**src/rtl/buf_port_arbiter_if.sv**
```systemverilog
// Bundle of the AHB-side, flash-FSM-side and buffer-RAM signals around buf_port_arbiter.
// The arbiter uses the slave modport; the requesters and RAM environment use master.
interface buf_port_arbiter_if;
    logic        ahb_req;
    logic        ahb_we;
    logic [7:0]  ahb_addr;
    logic [3:0]  ahb_be;
    logic [31:0] ahb_wdata;
    logic        ahb_gnt;
    logic        ahb_rvalid;
    logic [31:0] ahb_rdata;

    logic        f_req;
    logic        f_we;
    logic [9:0]  f_addr;
    logic [7:0]  f_wdata;
    logic        f_gnt;
    logic        f_rvalid;
    logic [7:0]  f_rdata;
    logic        f_burst;

    logic        ram_cs;
    logic        ram_we;
    logic [7:0]  ram_addr;
    logic [3:0]  ram_be;
    logic [31:0] ram_wdata;
    logic [31:0] ram_rdata;

    modport slave (
        input  ahb_req, ahb_we, ahb_addr, ahb_be, ahb_wdata,
        input  f_req, f_we, f_addr, f_wdata, f_burst,
        input  ram_rdata,
        output ahb_gnt, ahb_rvalid, ahb_rdata,
        output f_gnt, f_rvalid, f_rdata,
        output ram_cs, ram_we, ram_addr, ram_be, ram_wdata
    );

    modport master (
        output ahb_req, ahb_we, ahb_addr, ahb_be, ahb_wdata,
        output f_req, f_we, f_addr, f_wdata, f_burst,
        output ram_rdata,
        input  ahb_gnt, ahb_rvalid, ahb_rdata,
        input  f_gnt, f_rvalid, f_rdata,
        input  ram_cs, ram_we, ram_addr, ram_be, ram_wdata
    );
endinterface

```
**src/rtl/buf_port_arbiter.sv**
```systemverilog
// Two-port arbiter in front of a single-port 256x32 buffer RAM: AHB word port vs. flash-FSM
// byte port, round-robin normally, flash-priority with bounded AHB starvation during bursts.
module buf_port_arbiter #(
    parameter int STARVE_MAX = 4
) (
    input  logic          HCLK,
    input  logic          HRESETn,
    buf_port_arbiter_if.slave bus
);

    localparam int            CW         = (STARVE_MAX < 1) ? 1 : $clog2(STARVE_MAX + 1);
    localparam logic [CW-1:0] STARVE_LIM = CW'(STARVE_MAX);
    localparam logic [0:0]    LAST_AHB   = 1'b0;
    localparam logic [0:0]    LAST_MFSM  = 1'b1;

    logic [0:0]    last_grant_q, last_grant_d;
    logic [CW-1:0] starve_q, starve_d;
    logic          ahb_pend_q, ahb_pend_d;
    logic          f_pend_q, f_pend_d;
    logic [1:0]    f_lane_q, f_lane_d;
    logic [31:0]   ahb_hold_q, ahb_hold_d;
    logic [7:0]    f_hold_q, f_hold_d;

    logic          ahb_gnt;
    logic          f_gnt;
    logic [7:0]    f_lane_data;

    // Grants are held off while reset is asserted so every RAM-facing output reads zero.
    always_comb begin
        ahb_gnt = 1'b0;
        f_gnt   = 1'b0;
        if (HRESETn) begin
            if (bus.ahb_req && bus.f_req) begin
                if (bus.f_burst) begin
                    if (starve_q == STARVE_LIM) ahb_gnt = 1'b1;
                    else                        f_gnt   = 1'b1;
                end else if (last_grant_q == LAST_MFSM) begin
                    ahb_gnt = 1'b1;
                end else begin
                    f_gnt = 1'b1;
                end
            end else begin
                ahb_gnt = bus.ahb_req;
                f_gnt   = bus.f_req;
            end
        end
    end

    always_comb begin
        bus.ram_cs    = ahb_gnt | f_gnt;
        bus.ram_we    = 1'b0;
        bus.ram_addr  = 8'h00;
        bus.ram_be    = 4'h0;
        bus.ram_wdata = 32'h0;
        if (ahb_gnt) begin
            bus.ram_we    = bus.ahb_we;
            bus.ram_addr  = bus.ahb_addr;
            bus.ram_be    = bus.ahb_we ? bus.ahb_be : 4'h0;
            bus.ram_wdata = bus.ahb_wdata;
        end else if (f_gnt) begin
            bus.ram_we    = bus.f_we;
            bus.ram_addr  = bus.f_addr[9:2];
            bus.ram_be    = bus.f_we ? (4'b0001 << bus.f_addr[1:0]) : 4'h0;
            bus.ram_wdata = {4{bus.f_wdata}};
        end
    end

    always_comb begin
        case (f_lane_q)
            2'd0:    f_lane_data = bus.ram_rdata[7:0];
            2'd1:    f_lane_data = bus.ram_rdata[15:8];
            2'd2:    f_lane_data = bus.ram_rdata[23:16];
            default: f_lane_data = bus.ram_rdata[31:24];
        endcase
    end

    // The starve count only means something while a burst is starving a waiting AHB request.
    always_comb begin
        last_grant_d = last_grant_q;
        if (ahb_gnt)    last_grant_d = LAST_AHB;
        else if (f_gnt) last_grant_d = LAST_MFSM;

        starve_d = starve_q;
        if (ahb_gnt || !bus.ahb_req || !bus.f_burst) starve_d = '0;
        else if (f_gnt && (starve_q < STARVE_LIM))    starve_d = starve_q + 1'b1;

        ahb_pend_d = ahb_gnt & ~bus.ahb_we;
        f_pend_d   = f_gnt & ~bus.f_we;
        f_lane_d   = f_gnt ? bus.f_addr[1:0] : f_lane_q;
        ahb_hold_d = ahb_pend_q ? bus.ram_rdata : ahb_hold_q;
        f_hold_d   = f_pend_q ? f_lane_data : f_hold_q;
    end

    always_comb begin
        bus.ahb_gnt    = ahb_gnt;
        bus.f_gnt      = f_gnt;
        bus.ahb_rvalid = ahb_pend_q;
        bus.f_rvalid   = f_pend_q;
        bus.ahb_rdata  = ahb_pend_q ? bus.ram_rdata : ahb_hold_q;
        bus.f_rdata    = f_pend_q ? f_lane_data : f_hold_q;
    end

    always_ff @(posedge HCLK or negedge HRESETn) begin
        if (!HRESETn) begin
            last_grant_q <= LAST_MFSM;
            starve_q     <= '0;
            ahb_pend_q   <= 1'b0;
            f_pend_q     <= 1'b0;
            f_lane_q     <= 2'd0;
            ahb_hold_q   <= 32'h0;
            f_hold_q     <= 8'h00;
        end else begin
            last_grant_q <= last_grant_d;
            starve_q     <= starve_d;
            ahb_pend_q   <= ahb_pend_d;
            f_pend_q     <= f_pend_d;
            f_lane_q     <= f_lane_d;
            ahb_hold_q   <= ahb_hold_d;
            f_hold_q     <= f_hold_d;
        end
    end

endmodule

```
**src/flat_wrapper.sv**
```systemverilog
// flat-port wrapper written by rule: the top's interface ports become plain ports
module buf_port_arbiter_flat 
#(
    parameter int STARVE_MAX = 4
)
  (HCLK, HRESETn, bus_ahb_req, bus_ahb_we, bus_ahb_addr, bus_ahb_be, bus_ahb_wdata, bus_f_req, bus_f_we, bus_f_addr, bus_f_wdata, bus_f_burst, bus_ram_rdata, bus_ahb_gnt, bus_ahb_rvalid, bus_ahb_rdata, bus_f_gnt, bus_f_rvalid, bus_f_rdata, bus_ram_cs, bus_ram_we, bus_ram_addr, bus_ram_be, bus_ram_wdata);
  buf_port_arbiter_if bus_i ();
  input  logic HCLK;
  input  logic HRESETn;
  input wire logic [$bits(bus_i.ahb_req)-1:0] bus_ahb_req;
  input wire logic [$bits(bus_i.ahb_we)-1:0] bus_ahb_we;
  input wire logic [$bits(bus_i.ahb_addr)-1:0] bus_ahb_addr;
  input wire logic [$bits(bus_i.ahb_be)-1:0] bus_ahb_be;
  input wire logic [$bits(bus_i.ahb_wdata)-1:0] bus_ahb_wdata;
  input wire logic [$bits(bus_i.f_req)-1:0] bus_f_req;
  input wire logic [$bits(bus_i.f_we)-1:0] bus_f_we;
  input wire logic [$bits(bus_i.f_addr)-1:0] bus_f_addr;
  input wire logic [$bits(bus_i.f_wdata)-1:0] bus_f_wdata;
  input wire logic [$bits(bus_i.f_burst)-1:0] bus_f_burst;
  input wire logic [$bits(bus_i.ram_rdata)-1:0] bus_ram_rdata;
  output wire logic [$bits(bus_i.ahb_gnt)-1:0] bus_ahb_gnt;
  output wire logic [$bits(bus_i.ahb_rvalid)-1:0] bus_ahb_rvalid;
  output wire logic [$bits(bus_i.ahb_rdata)-1:0] bus_ahb_rdata;
  output wire logic [$bits(bus_i.f_gnt)-1:0] bus_f_gnt;
  output wire logic [$bits(bus_i.f_rvalid)-1:0] bus_f_rvalid;
  output wire logic [$bits(bus_i.f_rdata)-1:0] bus_f_rdata;
  output wire logic [$bits(bus_i.ram_cs)-1:0] bus_ram_cs;
  output wire logic [$bits(bus_i.ram_we)-1:0] bus_ram_we;
  output wire logic [$bits(bus_i.ram_addr)-1:0] bus_ram_addr;
  output wire logic [$bits(bus_i.ram_be)-1:0] bus_ram_be;
  output wire logic [$bits(bus_i.ram_wdata)-1:0] bus_ram_wdata;
  assign bus_i.ahb_req = bus_ahb_req;
  assign bus_i.ahb_we = bus_ahb_we;
  assign bus_i.ahb_addr = bus_ahb_addr;
  assign bus_i.ahb_be = bus_ahb_be;
  assign bus_i.ahb_wdata = bus_ahb_wdata;
  assign bus_i.f_req = bus_f_req;
  assign bus_i.f_we = bus_f_we;
  assign bus_i.f_addr = bus_f_addr;
  assign bus_i.f_wdata = bus_f_wdata;
  assign bus_i.f_burst = bus_f_burst;
  assign bus_i.ram_rdata = bus_ram_rdata;
  assign bus_ahb_gnt = bus_i.ahb_gnt;
  assign bus_ahb_rvalid = bus_i.ahb_rvalid;
  assign bus_ahb_rdata = bus_i.ahb_rdata;
  assign bus_f_gnt = bus_i.f_gnt;
  assign bus_f_rvalid = bus_i.f_rvalid;
  assign bus_f_rdata = bus_i.f_rdata;
  assign bus_ram_cs = bus_i.ram_cs;
  assign bus_ram_we = bus_i.ram_we;
  assign bus_ram_addr = bus_i.ram_addr;
  assign bus_ram_be = bus_i.ram_be;
  assign bus_ram_wdata = bus_i.ram_wdata;
  buf_port_arbiter #(.STARVE_MAX(STARVE_MAX)) u_core (.HCLK(HCLK), .HRESETn(HRESETn), .bus(bus_i));
endmodule
```
**config.mk**
```make
export PLATFORM = sky130hd
export DESIGN_NAME = buf_port_arbiter_flat
export DESIGN_NICKNAME = d
export VERILOG_FILES = /design/src/rtl/buf_port_arbiter_if.sv /design/src/rtl/buf_port_arbiter.sv /design/src/flat_wrapper.sv
export SDC_FILE = /design/constraint.sdc
export NUM_CORES = 1
export LEC_CHECK = 0
export BUFFER_PORTS_ARGS = -buffer_cell sky130_fd_sc_hd__buf_2
export CAP_MARGIN = 20
export CORE_ASPECT_RATIO = 1.1
export CORE_UTILIZATION = 30
export CTS_BUF_LIST = sky130_fd_sc_hd__clkbuf_4 sky130_fd_sc_hd__clkbuf_8
export DETAILED_ROUTE_END_ITERATION = 6
export HOLD_SLACK_MARGIN = 0.15
export PLACE_DENSITY = 0.64
export SETUP_SLACK_MARGIN = 0.5
export SLEW_MARGIN = 15
export SYNTH_ARGS = -nofsm -noshare
export SYNTH_HDL_FRONTEND = slang
export SYNTH_SLANG_ARGS = --single-unit
```
**constraint.sdc**
```tcl
create_clock -name HCLK -period 2 [get_ports HCLK]
set_input_delay 0.2 -clock HCLK [delete_from_list [all_inputs] [get_ports HCLK]]
set_output_delay 0.2 -clock HCLK [all_outputs]
set_load 0.03 [all_outputs]
```
==> impl_metrics.sql <==
INSERT INTO impl_metrics (metric_group, metric, value, unit) VALUES
('logic_synthesis', 'post_synth_adder_cell_area', '0.963', '%'),
('pwr', 'power.density', '842', 'nW/µm²'),
('logic_synthesis', 'synth-edff-count', '0', ''),
('run', 'max_cap_violations', '0', ''),
('layout', 'seq_area', '1210', 'µm²'),
('detailed_routing', 'via_count', '2744', ''),
('setup_path', 'worst-path-max-fanout', '5', ''),
('grt', 'grt_first_pass_wirelength', '14.6', 'mm'),
('logic_synthesis', 'synth_async_sr_flop_share', '100', '%'),
('logic_synthesis', 'post_synth_mux_area_share', '25.1', '%'),
('logic_synthesis', 'ys_types', '37', ''),
('layout', 'nFillCells', '629', ''),
('layout', 'n_antenna_cell', '0', ''),
('timing', 'fin_worst_hold_slack', '0.0577', 'ns'),
('logic_synthesis', 'synth_simple_gate_area_share', '4.87', '%'),
('setup_path', 'crit_type', 'flip-flop to primary output', ''),
('logic_synthesis', 'fraction_of_the_mapped_netlist_area_in_compound_gates', '18.2', '%'),
('layout', 'multi_input_comb_area', '1880', 'µm²'),
('place', 'dp_cells', '492', ''),
('setup_path', 'end_kind', 'primary output', ''),
('die', 'die_outline_height', '99.6', 'µm'),
('timing', 'clock-skew-final', '0.00672', 'ns'),
('detailed_routing', 'via_per_inst', '5.08', ''),
('run_status', 'violations', 'setup timing', ''),
('timing', 'period_needed', '2.06', 'ns'),
('logic_synthesis', 'ys.flop_type', 'dfrtp_1', ''),
('grt', 'via_count_of_the_first_global_routing_pass', '2838', ''),
('timing', 'worst_slew_margin_relative_to_its_limit', '69.3', '%'),
('layout', 'layout_commonest_cell', 'buf_2', ''),
('setup_path', 'setup.worst_path.start_class', 'flip-flop', ''),
('detailed_routing', 'wire_per_inst', '19.8', 'µm'),
('place', 'detailedPlacementHpwl', '6.33', 'mm'),
('detailed_routing', 'drt_first_pass_iters', '5', ''),
('grt', 'grt_max_degree', '51', ''),
('timing', 'slew_viol_final', '0', ''),
('logic_synthesis', 'yosysWarnings', '0', ''),
('logic_synthesis', 'syn_area', '2600', 'µm²'),
('clock_network', 'clock_root_cell', 'clkbuf_8', ''),
('clock_network', 'clk_transition_reported_paths', '0.09', 'ns'),
('timing', 'rsz0062_at_grt', 'yes', ''),
('pwr', 'static-leakage-power', '2.74', 'nW'),
('logic_synthesis', 'post-synth-top-area-fraction', '45.3', '%'),
('clock_network', 'cts_sinks', '48', ''),
('grt', 'grt_antenna_before_repair', '0', ''),
('logic_synthesis', 'synthesis.nets', '301', ''),
('setup_path', 'data_required_time_of_the_worst_path', '1.80', 'ns'),
('logic_synthesis', 'synth_top_family_by_area', 'multiplexers', ''),
('run_status', 'outcome', 'finished with violations', ''),
('layout', 'num-nets-final', '531', ''),
('clock_network', 'cts_inserted_buffers', '5', ''),
('worst_hold_path', 'worst_hold_path_type', 'primary input to async pin', ''),
('logic_synthesis', 'yosys.area_share.xor_xnor', '0', '%'),
('timing', 'worst_slew_pin_slew', '0.460', 'ns'),
('timing', 'setup_violations', '48', ''),
('layout', 'final_cell_mix', 'buf_2 (104), buf_6 (85), dfrtp_1 (44)', ''),
('layout', 'post_layout_nonfiller_instances', '540', ''),
('timing', 'fin_ws', '-0.0640', 'ns'),
('layout', 'syn2layout_area_growth', '113', '%'),
('detailed_routing', 'wl', '10.7', 'mm'),
('place', 'dp_slack', '0.206', 'ns'),
('timing', 'achievable-frequency', '485', 'MHz'),
('logic_synthesis', 'avg_cell_area_syn', '13.1', 'µm²'),
('pwr', 'finalPower', '4.65', 'mW'),
('setup_path', 'critPathArrivalTime', '1.86', 'ns'),
('die', 'core_outline_area', '8410', 'µm²'),
('clock_network', 'tritoncts', 'done', ''),
('die', 'initial_core_util', '30.9', '%'),
('logic_synthesis', 'ys_seq_area_share', '46.3', '%'),
('timing', 'final_hold_viol_count', '0', ''),
('die', 'die_w', '90.7', 'µm'),
('grt', 'global_route.usage.total', '20.9', '%');
-- final timing paths --
| path | from | end | slack (ns) | depth (start not counted) |
|---|---|---|---|---|
| min | HRESETn | u_core.starve_q[2] | 0.06 | 2 |
| max in group asynchronous | HRESETn | u_core.last_grant_q | 1.60 | 2 |
| min reg2reg | u_core.f_hold_q[0] | u_core.f_hold_q[0] | 0.51 | 1 |
| min in group HCLK | bus_ram_rdata[4] | u_core.ahb_hold_q[4] | 0.16 | 2 |
| max | u_core.f_lane_q[0] | bus_f_rdata[7] | -0.06 | 5 |
| max reg2reg | u_core.starve_q[1] | u_core.f_lane_q[0] | 0.37 | 7 |
-- synth_stat cells, types with 2 or more instances --
master    number
dfrtp_1       47
a22o_1        40
mux2_2        37
inv_1          9
buf_2          8
mux4_2         8
mux2_1         5
buf_4          4
nand2_1        3
o22ai_1        3
a211oi_2       2
a21oi_1        2
clkbuf_1       2
ha_1           2
nand3_1        2
nand3b_1       2
o31ai_1        2
-- power by group --
part | internal, mW | switching, mW | total (mW)
logic | 1.30 | 1.21 | 2.50
registers | 1.20 | 0.102 | 1.30
clock network | 0.503 | 0.341 | 0.844
total | 3.00 | 1.65 | 4.65
-- metal layers --
| layer | wire (µm) | up-vias | share of wire (%) | GRT usage [%] |
|---|---|---|---|---|
| li1 | - | 1228 | - | - |
| met2 | 5750 | 149 | 54 | 38.8 |
| met1 | 4020 | 1349 | 38 | 23.9 |
| met3 | 692 | 18 | 6.5 | 4.82 |
| met5 | 0 | - | 0 | 0 |
| met4 | 243 | 0 | 2.3 | 5.58 |
-- repair_timing --
| item | CTS | global route |
|---|---|---|
| setup buffers | 10 | 14 |
| hold buffers | 2 | 2 |
| gates cloned | 5 | 7 |
| gates resized for setup | 171 | 44 |
| endpoints found under the hold margin | 49 | 49 |
| pin swaps | 3 | 11 |
| endpoints found under the setup margin | 92 | 100 |
-- metrics by stage --
| step | cell area, µm² | TNS, ns |
|---|---|---|
| global placement | 4200 | 0 |
| finish | 5530 | -1.21 |
| global route | 5530 | -5.87 |
| floorplan | 3130 | 0 |
| CTS | 5080 | -4.05 |
| detailed placement | 4200 | 0 |
-- state kept, by name (all words and copies together) (netlist names) --
signal and count:
u_core.last_grant_q 1, u_core.f_hold_q 8, u_core.ahb_hold_q 32, u_core.bus.f_rvalid 1
u_core.bus.ahb_rvalid 1, u_core.f_lane_q 2, u_core.starve_q 3
-- worst max-delay path, cell delays in order (launching register included) --
cell	delay (ns)
dfrtp_1	0.39
buf_6	0.11
buf_12	0.11
mux4_2	0.52
mux2_4	0.30
buf_6	0.14
-- kinds of logic after synthesis --
logic type      count (synthesis)
compound gates                 54
mux                            50
flops                          48
buf+inv                        25
simple gates                   19
fa+ha+maj                       2
-- area by class of cell --
class	count	area share, %
inverters	10	0.815
well taps	111	2.51
repair buffers	238	38.4
flip-flops and latches	48	21.8
clock buffers	5	1.24
clock inverters	3	1.24
multi-input cells	125	34.0
Power figures use the tool's default switching activity.
